<file path="config.mk">
export PLATFORM = sky130hd
export DESIGN_NAME = i2s_stereo_transceiver
export DESIGN_NICKNAME = d
export VERILOG_FILES = /design/src/rtl/i2s_pkg.sv /design/src/rtl/i2s_clock_gen.sv /design/src/rtl/i2s_stereo_transceiver.sv
export SDC_FILE = /design/constraint.sdc
export NUM_CORES = 1
export LEC_CHECK = 0
export ABC_AREA = 1
export CORE_ASPECT_RATIO = 1.25
export CORE_MARGIN = 1.5
export CORE_UTILIZATION = 40
export CTS_BUF_LIST = sky130_fd_sc_hd__clkbuf_8
export DETAILED_ROUTE_END_ITERATION = 12
export PLACE_DENSITY_LB_ADDON = 0.2
export SLEW_MARGIN = 20
export SYNTH_ARGS = -nofsm -noshare
export SYNTH_HDL_FRONTEND = slang
export SYNTH_SLANG_ARGS = --single-unit
</file>
<file path="constraint.sdc">
create_clock -name clk -period 6.1 [get_ports clk]
set_clock_uncertainty 0.1 [all_clocks]
set_input_delay 0.61 -clock clk [delete_from_list [all_inputs] [get_ports clk]]
set_output_delay 0.61 -clock clk [all_outputs]
set_load 0.01 [all_outputs]
</file>
<file path="src/rtl/i2s_pkg.sv">
// rtl/i2s_pkg.sv - shared types, constants and helpers for the I2S transceiver
package i2s_pkg;

    localparam int MclkPerSclkLog2 = 2;

    typedef enum logic {
        HOLD_EMPTY = 1'b0,
        HOLD_FULL  = 1'b1
    } hold_state_t;

    // Width of the free-running divider: mclk divide, mclk-per-sclk, slot bits, channel bit
    function automatic int cnt_width(input int slot_bits_log2, input int mclk_div_log2);
        return mclk_div_log2 + MclkPerSclkLog2 + slot_bits_log2 + 1;
    endfunction

endpackage

</file>
<file path="src/rtl/i2s_clock_gen.sv">
// rtl/i2s_clock_gen.sv - divider producing mclk/sclk/lrck, bit index and frame strobes
module i2s_clock_gen
    import i2s_pkg::*;
#(
    parameter int SlotBitsLog2 = 5,
    parameter int MclkDivLog2  = 1
) (
    input  logic                    clk,
    input  logic                    reset,
    input  logic                    enable,
    output logic                    mclk,
    output logic                    sclk,
    output logic                    lrck,
    output logic [SlotBitsLog2-1:0] bitIndex,
    output logic                    channel,
    output logic                    sclkRise,
    output logic                    sclkFall,
    output logic                    frameEnd
);

    localparam int W    = cnt_width(SlotBitsLog2, MclkDivLog2);
    localparam int LowW = MclkDivLog2 + MclkPerSclkLog2;

    logic [W-1:0]    divCnt;
    logic [LowW-1:0] low_bits;

    // Free-running divider; held at zero while stopped so a restart begins at left slot, bit 0
    always_ff @(posedge clk or posedge reset) begin
        if (reset) begin
            divCnt <= '0;
        end else if (!enable) begin
            divCnt <= '0;
        end else begin
            divCnt <= divCnt + W'(1);
        end
    end

    assign low_bits = divCnt[LowW-1:0];

    // Codec clocks are plain divider bits, so they come straight from flops
    assign mclk     = divCnt[MclkDivLog2-1];
    assign sclk     = divCnt[LowW-1];
    assign lrck     = divCnt[W-1];
    assign channel  = divCnt[W-1];
    assign bitIndex = divCnt[W-2:LowW];

    // Strobes mark the clk edge at which the named transition happens
    assign sclkRise = enable && (low_bits == {1'b0, {(LowW-1){1'b1}}});
    assign sclkFall = enable && (&low_bits);
    assign frameEnd = enable && (&divCnt);

endmodule

</file>
<file path="src/rtl/i2s_stereo_transceiver.sv">
// rtl/i2s_stereo_transceiver.sv - I2S master with stereo capture/playback handshakes
module i2s_stereo_transceiver
    import i2s_pkg::*;
#(
    parameter int DataWidth    = 8,
    parameter int SlotBitsLog2 = 5,
    parameter int MclkDivLog2  = 1
) (
    input  logic                 clk,
    input  logic                 reset,
    input  logic                 enable,
    output logic                 mclk,
    output logic                 sclk,
    output logic                 lrck,
    output logic                 dac,
    input  logic                 adc,
    input  logic [DataWidth-1:0] txLeft,
    input  logic [DataWidth-1:0] txRight,
    input  logic                 txValid,
    output logic                 txReady,
    output logic [DataWidth-1:0] rxLeft,
    output logic [DataWidth-1:0] rxRight,
    output logic                 rxValid,
    input  logic                 rxReady,
    input  logic                 clearFlags,
    output logic                 txUnderrun,
    output logic                 rxOverrun
);

    localparam logic [SlotBitsLog2-1:0] LastDataIdx = SlotBitsLog2'(DataWidth);

    logic [SlotBitsLog2-1:0] bit_index;
    logic [SlotBitsLog2-1:0] next_index;
    logic                    channel;
    logic                    next_channel;
    logic                    sclk_rise;
    logic                    sclk_fall;
    logic                    frame_end;

    hold_state_t             hold_state;
    hold_state_t             hold_next;
    logic                    tx_accept;
    logic                    take_hold;
    logic                    underrun_evt;
    logic                    overrun_evt;
    logic                    rx_sample;
    logic                    tx_data_bit;

    logic [DataWidth-1:0]    hold_left;
    logic [DataWidth-1:0]    hold_right;
    logic [DataWidth-1:0]    tx_sh_left;
    logic [DataWidth-1:0]    tx_sh_right;
    logic [DataWidth-1:0]    rx_sh_left;
    logic [DataWidth-1:0]    rx_sh_right;

    i2s_clock_gen #(
        .SlotBitsLog2 (SlotBitsLog2),
        .MclkDivLog2  (MclkDivLog2)
    ) u_clock_gen (
        .clk      (clk),
        .reset    (reset),
        .enable   (enable),
        .mclk     (mclk),
        .sclk     (sclk),
        .lrck     (lrck),
        .bitIndex (bit_index),
        .channel  (channel),
        .sclkRise (sclk_rise),
        .sclkFall (sclk_fall),
        .frameEnd (frame_end)
    );

    // dac is launched one edge early, so it is driven from the bit period about to start
    assign next_index   = bit_index + SlotBitsLog2'(1);
    assign next_channel = channel ^ (&bit_index);
    assign tx_data_bit  = (next_index != '0) && (next_index <= LastDataIdx);
    assign rx_sample    = sclk_rise && (bit_index != '0) && (bit_index <= LastDataIdx);

    assign txReady     = (hold_state == HOLD_EMPTY);
    assign tx_accept   = txValid && txReady;
    assign overrun_evt = frame_end && rxValid && !rxReady;

    // Hold register occupancy
    always_ff @(posedge clk or posedge reset) begin
        if (reset) begin
            hold_state <= HOLD_EMPTY;
        end else begin
            hold_state <= hold_next;
        end
    end

    // Hold fill/drain decisions; an empty hold at frame end is an underrun
    always_comb begin
        hold_next    = hold_state;
        take_hold    = 1'b0;
        underrun_evt = 1'b0;
        case (hold_state)
            HOLD_EMPTY: begin
                if (frame_end) begin
                    underrun_evt = 1'b1;
                end
                if (txValid) begin
                    hold_next = HOLD_FULL;
                end
            end
            HOLD_FULL: begin
                if (frame_end) begin
                    take_hold = 1'b1;
                    hold_next = HOLD_EMPTY;
                end
            end
            default: hold_next = HOLD_EMPTY;
        endcase
    end

    // Playback pair captured on handshake; kept across stop/start
    always_ff @(posedge clk or posedge reset) begin
        if (reset) begin
            hold_left  <= '0;
            hold_right <= '0;
        end else if (tx_accept) begin
            hold_left  <= txLeft;
            hold_right <= txRight;
        end
    end

    // Serial shifters and dac; stopping wipes any partially transferred frame
    always_ff @(posedge clk or posedge reset) begin
        if (reset) begin
            tx_sh_left  <= '0;
            tx_sh_right <= '0;
            rx_sh_left  <= '0;
            rx_sh_right <= '0;
            dac         <= 1'b0;
        end else if (!enable) begin
            tx_sh_left  <= '0;
            tx_sh_right <= '0;
            rx_sh_left  <= '0;
            rx_sh_right <= '0;
            dac         <= 1'b0;
        end else begin
            if (frame_end) begin
                tx_sh_left  <= take_hold ? hold_left  : '0;
                tx_sh_right <= take_hold ? hold_right : '0;
                rx_sh_left  <= '0;
                rx_sh_right <= '0;
            end else if (rx_sample) begin
                if (channel) begin
                    rx_sh_right <= (rx_sh_right << 1) | DataWidth'(adc);
                end else begin
                    rx_sh_left  <= (rx_sh_left << 1) | DataWidth'(adc);
                end
            end
            if (sclk_fall) begin
                if (!tx_data_bit) begin
                    dac <= 1'b0;
                end else if (next_channel) begin
                    dac         <= tx_sh_right[DataWidth-1];
                    tx_sh_right <= tx_sh_right << 1;
                end else begin
                    dac        <= tx_sh_left[DataWidth-1];
                    tx_sh_left <= tx_sh_left << 1;
                end
            end
        end
    end

    // Captured pair presented at frame end; unread data is overwritten
    always_ff @(posedge clk or posedge reset) begin
        if (reset) begin
            rxLeft  <= '0;
            rxRight <= '0;
            rxValid <= 1'b0;
        end else if (frame_end) begin
            rxLeft  <= rx_sh_left;
            rxRight <= rx_sh_right;
            rxValid <= 1'b1;
        end else if (rxValid && rxReady) begin
            rxValid <= 1'b0;
        end
    end

    // Sticky error flags; a set event beats a simultaneous clear
    always_ff @(posedge clk or posedge reset) begin
        if (reset) begin
            txUnderrun <= 1'b0;
            rxOverrun  <= 1'b0;
        end else begin
            if (underrun_evt) begin
                txUnderrun <= 1'b1;
            end else if (clearFlags) begin
                txUnderrun <= 1'b0;
            end
            if (overrun_evt) begin
                rxOverrun <= 1'b1;
            end else if (clearFlags) begin
                rxOverrun <= 1'b0;
            end
        end
    end

endmodule

</file>
==> metrics, run 1 <==
DR DRC count 0; post-DR vias/cell 4.930; IO buf count 46; post-route ant nets 0; IO Pins 47; Die Wd approximately 86 µm; CP arrival 3340 ps; routed wire length per instance between 10 and 15 µm; WHS 380.5 ps; Leakage around 1.9 nW; HP Class reg2reg; status finished, final reports clean; Final Hold Viols 0; Crit-path slowest cell clkdlybuf4s50_1; CP endpoint kind flop; CTS Root Cell clkbuf_8; worst slack at placement about 2600 ps; total number of vias around 2500; Final #Nets around 430; Mapped Area ~3400 µm²; Syn Nets 385; Starting DRT DRC Count around 130; Longest Clk Path Bufs 2; max cap viols 0; largest net degree at the start of global routing between 70 and 80; ant diodes 0; syn avg cell area 9.586 µm²; CP Data Required Time 6260 ps; Clock Latency Late Sink between 300 and 400 ps; row count 37; Synthesis Warnings 0; CTS Buf Count 9; crit path kind in2reg; worst vdd ir about 0.11 mV; Area Overhead vs Synth 21.39%; Slew HR a little over a third; Core Region 8287 µm²; Max FO, Critical Path 49; grt total ovfl 0; clock-pin slew on the worst setup and hold paths 80 ps; crit path launch type input pin; number of global-route vias before repair 2431; share of post-route cells with drive strength above 1 12.81%; crit-path cells clkdlybuf4s50_1, nand2_2, inv_2, nand2_1, inv_2, a22oi_1, nor3_1; gr usage total roughly 15%; Post-CTS Setup Bufs 0; count of cells resized by post-cts repair 0; most used cell, CP inv_2; die height between 100 and 150 µm; GPL Wtd Cong around 0.84; flip-flop and latch count after synthesis 78; Final period util 52.20%; final count of pins violating max slew 0; RSZ-0062 raised after global routing no; # hold bufs at CTS 0; Starting Density 41.30%; Syn Inst Count ~360; Final WS setup roughly 2900 ps; # setup viols final 0; FMAX 0.3141 GHz; Post-Route WL around 6200 µm; post-layout min period about 3200 ps; slowest cell delay on critical path 1070 ps; Worst-Margin Slew 951.9 ps; CTS tree built; first-pass GRT wire length roughly 11000 µm; Seq/Total Area, Yosys 57.04%; die area approximately 9100 µm²; setup TNS 0 ps; # H-tree levels 3; initial antenna violation count 0; fillers 799; Unique masters post-synth 28; Post-DP HPWL roughly 4000 µm; CTS Sinks between 70 and 80; TritonRoute pass-1 iters 4; Power Density ~240 nW/µm²
critical path, delay by kind of cell:
family | cells | cell delay, ps
simple gates | 3 | 1020
buf+inv | 3 | 1580
compound gates | 1 | 110
cells in the mapped netlist:
| cell type | number | area share (%) |
|---|---|---|
| dfrtp_1 | 78 | 57 |
| nor2_2 | 5 | 0.91 |
| nor2_1 | 22 | 2.4 |
| inv_4 | 1 | 0.18 |
| o21ai_0 | 33 | 4.8 |
| nand3_1 | 11 | 1.6 |
| o32ai_1 | 1 | 0.26 |
| nand2_1 | 77 | 8.4 |
| o21ai_1 | 8 | 1.2 |
| inv_1 | 35 | 3.8 |
| clkbuf_1 | 3 | 0.33 |
| xnor2_2 | 1 | 0.48 |
| nand4_1 | 2 | 0.37 |
| o22ai_1 | 1 | 0.18 |
| nor3_2 | 1 | 0.29 |
| nand4_2 | 2 | 0.73 |
| a21oi_1 | 23 | 3.4 |
| inv_2 | 3 | 0.33 |
| nor2_4 | 2 | 0.66 |
| buf_4 | 4 | 0.88 |
| mux2_2 | 16 | 5.3 |
| buf_2 | 5 | 0.73 |
| a22oi_1 | 9 | 2.0 |
| nand2_2 | 3 | 0.55 |
| nor3_1 | 3 | 0.44 |
| xor2_1 | 1 | 0.26 |
| buf_6 | 2 | 0.66 |
| ha_1 | 5 | 1.8 |
cell usage in the layout, fill, tap and decap left out, types with 2 or more instances in the layout:
cell type        netlist  final
a21oi_1               23     23
a22oi_1                9      9
bufinv_16              0      2
clkbuf_8               0     10
clkdlybuf4s50_1        0     46
clkinv_4               0      2
dfrtp_1               78     78
ha_1                   5      5
inv_1                 35     34
inv_2                  3      4
mux2_2                16     16
nand2_1               77     77
nand2_2                3      3
nand3_1               11     11
nand4_1                2      2
nand4_2                2      2
nor2_1                22     22
nor2_2                 5      5
nor2_4                 2      2
nor3_1                 3      3
o21ai_0               33     33
o21ai_1                8      8
power breakdown:
group          internal (W)  leakage, nW  switching (W)
clock network      0.000244        0.113       0.000195
registers          0.000518         1.08     0.00000191
logic             0.0000179        0.734      0.0000222
final timing paths:
kind	from	to	slack (ps)	cells after the start
worst min-delay path	rx_sh_left[7]$_DFFE_PP0P_	rxLeft[7]$_DFFE_PP0N_	380	2
worst max register to register	u_clock_gen.divCnt[0]$_DFF_PP0_	tx_sh_right[0]$_DFF_PP0_	3180	10
worst min register to register	rx_sh_left[7]$_DFFE_PP0P_	rxLeft[7]$_DFFE_PP0N_	380	2
worst max-delay path	enable	tx_sh_right[0]$_DFF_PP0_	2920	7
min in group asynchronous	reset	rxOverrun$_DFFE_PP0P_	770	3
max in group asynchronous	reset	rx_sh_left[4]$_DFFE_PP0P_	4520	3
stage by stage:
step | area [µm²] | cells | util, % | total power (W)
4_1_cts | 4154 | 503 | 50.13 | 0.001011
5_1_grt | 4154 | 503 | 50.13 | 0.001038
3_3_place_gp | 3923 | 487 | 47.34 | 0.0005719
6_report | 4154 | 503 | 50.13 | 0.0009998
2_1_floorplan | 3422 | 357 | - | 0.0005507
3_5_place_dp | 3923 | 487 | 47.34 | 0.0005721
cells by family after synthesis:
group	Yosys count	synth area share (%)
xor+xnor	2	0.7314
compound gates	75	11.77
fa+ha+maj	5	1.828
mux	16	5.265
buf+inv	53	6.947
flops	78	57.04
simple gates	128	16.42
area by class of cell:
type	count	area (µm²)	share of cell area, %
sequential	78	1952	46.99
multi-input combinational	226	1232	29.67
timing repair buffer	47	467.9	11.27
inverter	39	148.9	3.584
clock buffer	10	137.6	3.313
tap	97	121.4	2.922
clock inverter	6	93.84	2.259
flip-flops by register name (all words and copies together), names as in the netlist:
signal              cells
u_clock_gen.divCnt      9
hold_left               8
hold_right              8
rxLeft                  8
rxRight                 8
rx_sh_left              8
rx_sh_right             8
tx_sh_left              8
tx_sh_right             8
dac                     1
hold_state              1
rxOverrun               1
rxValid                 1
txUnderrun              1
metal layers:
metal  up-vias  track usage (%)  part of all wire, %  wire length (µm)
li1       1250                -                    -                 -
met1      1172            18.81                   47              2920
met2        49            24.30                   47              2898
met3         9            4.037                  3.9               243
met4         0            6.567                  1.8               114
met5         -                0                    0                 0
No activity file was read; power rests on OpenSTA's default activity.
==> run 2: changes to the inputs <==
==> constraint.sdc (replaced) <==
create_clock -name clk -period 3 [get_ports clk]
set_clock_uncertainty 0.1 [all_clocks]
set_input_delay 0.3 -clock clk [delete_from_list [all_inputs] [get_ports clk]]
set_output_delay 0.3 -clock clk [all_outputs]
set_load 0.01 [all_outputs]
==> run 2 against run 1 <==
Flip-flop and latch count unchanged. Sequential share of layout area decreased by 0.53 points. Largest power group unchanged. Non-clock buffer count up 4. Clock power increased by 110%. Clock-buffer cell count did not move.
==> metrics, run 2 (same netlist as run 1, synthesis figures left out) <==
r2r startpoint u_clock_gen.divCnt[0]$_DFF_PP0_; Clock Latency Late Sink around 350 ps; max cap viols 0; setup TNS 0 ps; gr usage total between 10% and 20%; Leakage slightly below 2 nW; Longest Clk Path Bufs 2; register bank with the most flops u_clock_gen.divCnt; share of post-route cells with drive strength above 1 13.20%; GPL Wtd Cong between 0.8 and 0.9; post-route cell area 4202 µm²; Final Hold Viols 0; Starting DRT DRC Count 80; CTS Root Cell clkbuf_8; count of cells resized by post-cts repair 0; TritonRoute pass-1 iters 5; final count of pins violating max slew 0; uppermost layer routed met4; total number of vias ~2500; part of the power in registers approximately half; die height 106.4 µm; Post-Place Cell Area roughly 4000 µm²; RSZ-0062 raised after global routing no; Post-Route WL between 6000 and 7000 µm; Clk pwr share between 40% and 50%; number of global-route vias before repair around 2500; Layout Utilization between 50% and 60%; reg-to-reg slack, setup 760 ps; DR DRC count 0; CP arrival 2400 ps; Post-DP HPWL around 4400 µm; FF-to-FF End tx_sh_right[0]$_DFF_PP0_; Core Region a little over 8000 µm²; wl on met1 2999 µm; CTS tree built; WHS approximately 210 ps; clock-pin slew on the worst setup and hold paths around 80 ps; most frequent cells in the layout dfrtp_1, nand2_1, clkdlybuf4s50_1; first-pass GRT wire length around 11000 µm; HP Class in2async; ant diodes 0; WL met2 about 3000 µm; P_sw about 0.00042 W; die area 9123 µm²; Net Sw Frac 20.12%; Finished Layout Cells a little over 500; # H-tree levels 3; leading cell type in the layout, fill and taps excluded dfrtp_1; FMAX 0.4471 GHz; post-route ant nets 0; # hold bufs at CTS 0; Final period util 74.55%; number of flip-flops in the largest register 9; routed wire length per instance between 10 and 15 µm; Worst-Margin Slew roughly 520 ps; post-layout min period 2236 ps; row count 37; grt total ovfl 0; post-DR vias/cell roughly 5.0; status finished, final reports clean; IO Pins 47; Slew HR 65.16%; Max FO, Critical Path 16; metal3 WL about 240 µm; Pint around 0.0017 W; crit path launch type flop; Comb pwr share under 10%; CP endpoint kind flop; largest net degree at the start of global routing 35; Worst Reg-to-Reg Cells 10; crit path kind reg2reg; IO buf count 46; Post-CTS Setup Bufs 0; CP Data Required Time 3160 ps; Placed Cells incl. Taps approximately 490; # setup viols final 0; CTS Sinks around 80; Area Overhead vs Synth 22.78%; Die Wd about 86 µm; worst vdd ir 0.2211 mV; CTS Buf Count 9; initial antenna violation count 0; Starting Density a little over 40%; Final #Nets around 430; Power Density approximately 490 nW/µm²
==> run 2: area by class of cell <==
| cell class | instances | area, µm² |
|---|---|---|
| Fill cell | 785 | 4085 |
| Sequential cell | 78 | 1952 |
| Multi-Input combinational cell | 226 | 1232 |
| Timing Repair Buffer | 51 | 510.5 |
| Inverter | 39 | 148.9 |
| Clock buffer | 10 | 137.6 |
| Tap cell | 97 | 121.4 |
| Clock inverter | 5 | 98.84 |
==> run 2: worst max-delay path by stage <==
| stage | from | to | slack, ps |
|---|---|---|---|
| 5_1_grt | u_clock_gen.divCnt[0]$_DFF_PP0_ | tx_sh_right[0]$_DFF_PP0_ | 480 |
| 3_5_place_dp | u_clock_gen.divCnt[0]$_DFF_PP0_ | tx_sh_right[0]$_DFF_PP0_ | 760 |
| 4_1_cts | u_clock_gen.divCnt[0]$_DFF_PP0_ | tx_sh_right[0]$_DFF_PP0_ | 750 |
| 6_report | u_clock_gen.divCnt[0]$_DFF_PP0_ | tx_sh_right[0]$_DFF_PP0_ | 760 |
| 3_3_place_gp | enable | tx_sh_left[4]$_DFF_PP0_ | 880 |
| 2_1_floorplan | reset | dac$_DFFE_PP0P_ | 600 |
==> run 2: critical path, stage by stage, from the launching register on <==
cell and delay, ps:
dfrtp_1 410, ha_1 210, nand3_1 150, nor3_1 210, ha_1 270, nand2_2 100, inv_2 130, nand2_1 70
inv_2 230, a22oi_1 110, nor3_1 160
==> run 2: per-layer routing <==
layer	vias up	global-route usage, %
met5	-	0
li1	1252	-
met1	1206	19.54
met4	0	5.991
met3	4	4.503
met2	53	25.42
==> run 2: power by group through the flow <==
| stage | logic, W | registers [W] | clock network [W] |
|---|---|---|---|
| CTS | 0.0000891 | 0.00106 | 0.000955 |
| global route | 0.0000978 | 0.00106 | 0.000993 |
| global placement | 0.0000885 | 0.00108 | 0 |
| finish | 0.0000861 | 0.00106 | 0.000934 |
| floorplan | 0.0000406 | 0.00108 | 0 |
| detailed placement | 0.0000888 | 0.00108 | 0 |
==> run 2: per-stage QoR <==
| step | setup slack (ps) | power [W] |
|---|---|---|
| finish | 763.5 | 0.002079 |
| global route | 483.4 | 0.002149 |
| CTS | 754.8 | 0.002102 |
| detailed placement | 762.5 | 0.001168 |
| global placement | 879.0 | 0.001167 |
| floorplan | 605.0 | 0.001120 |
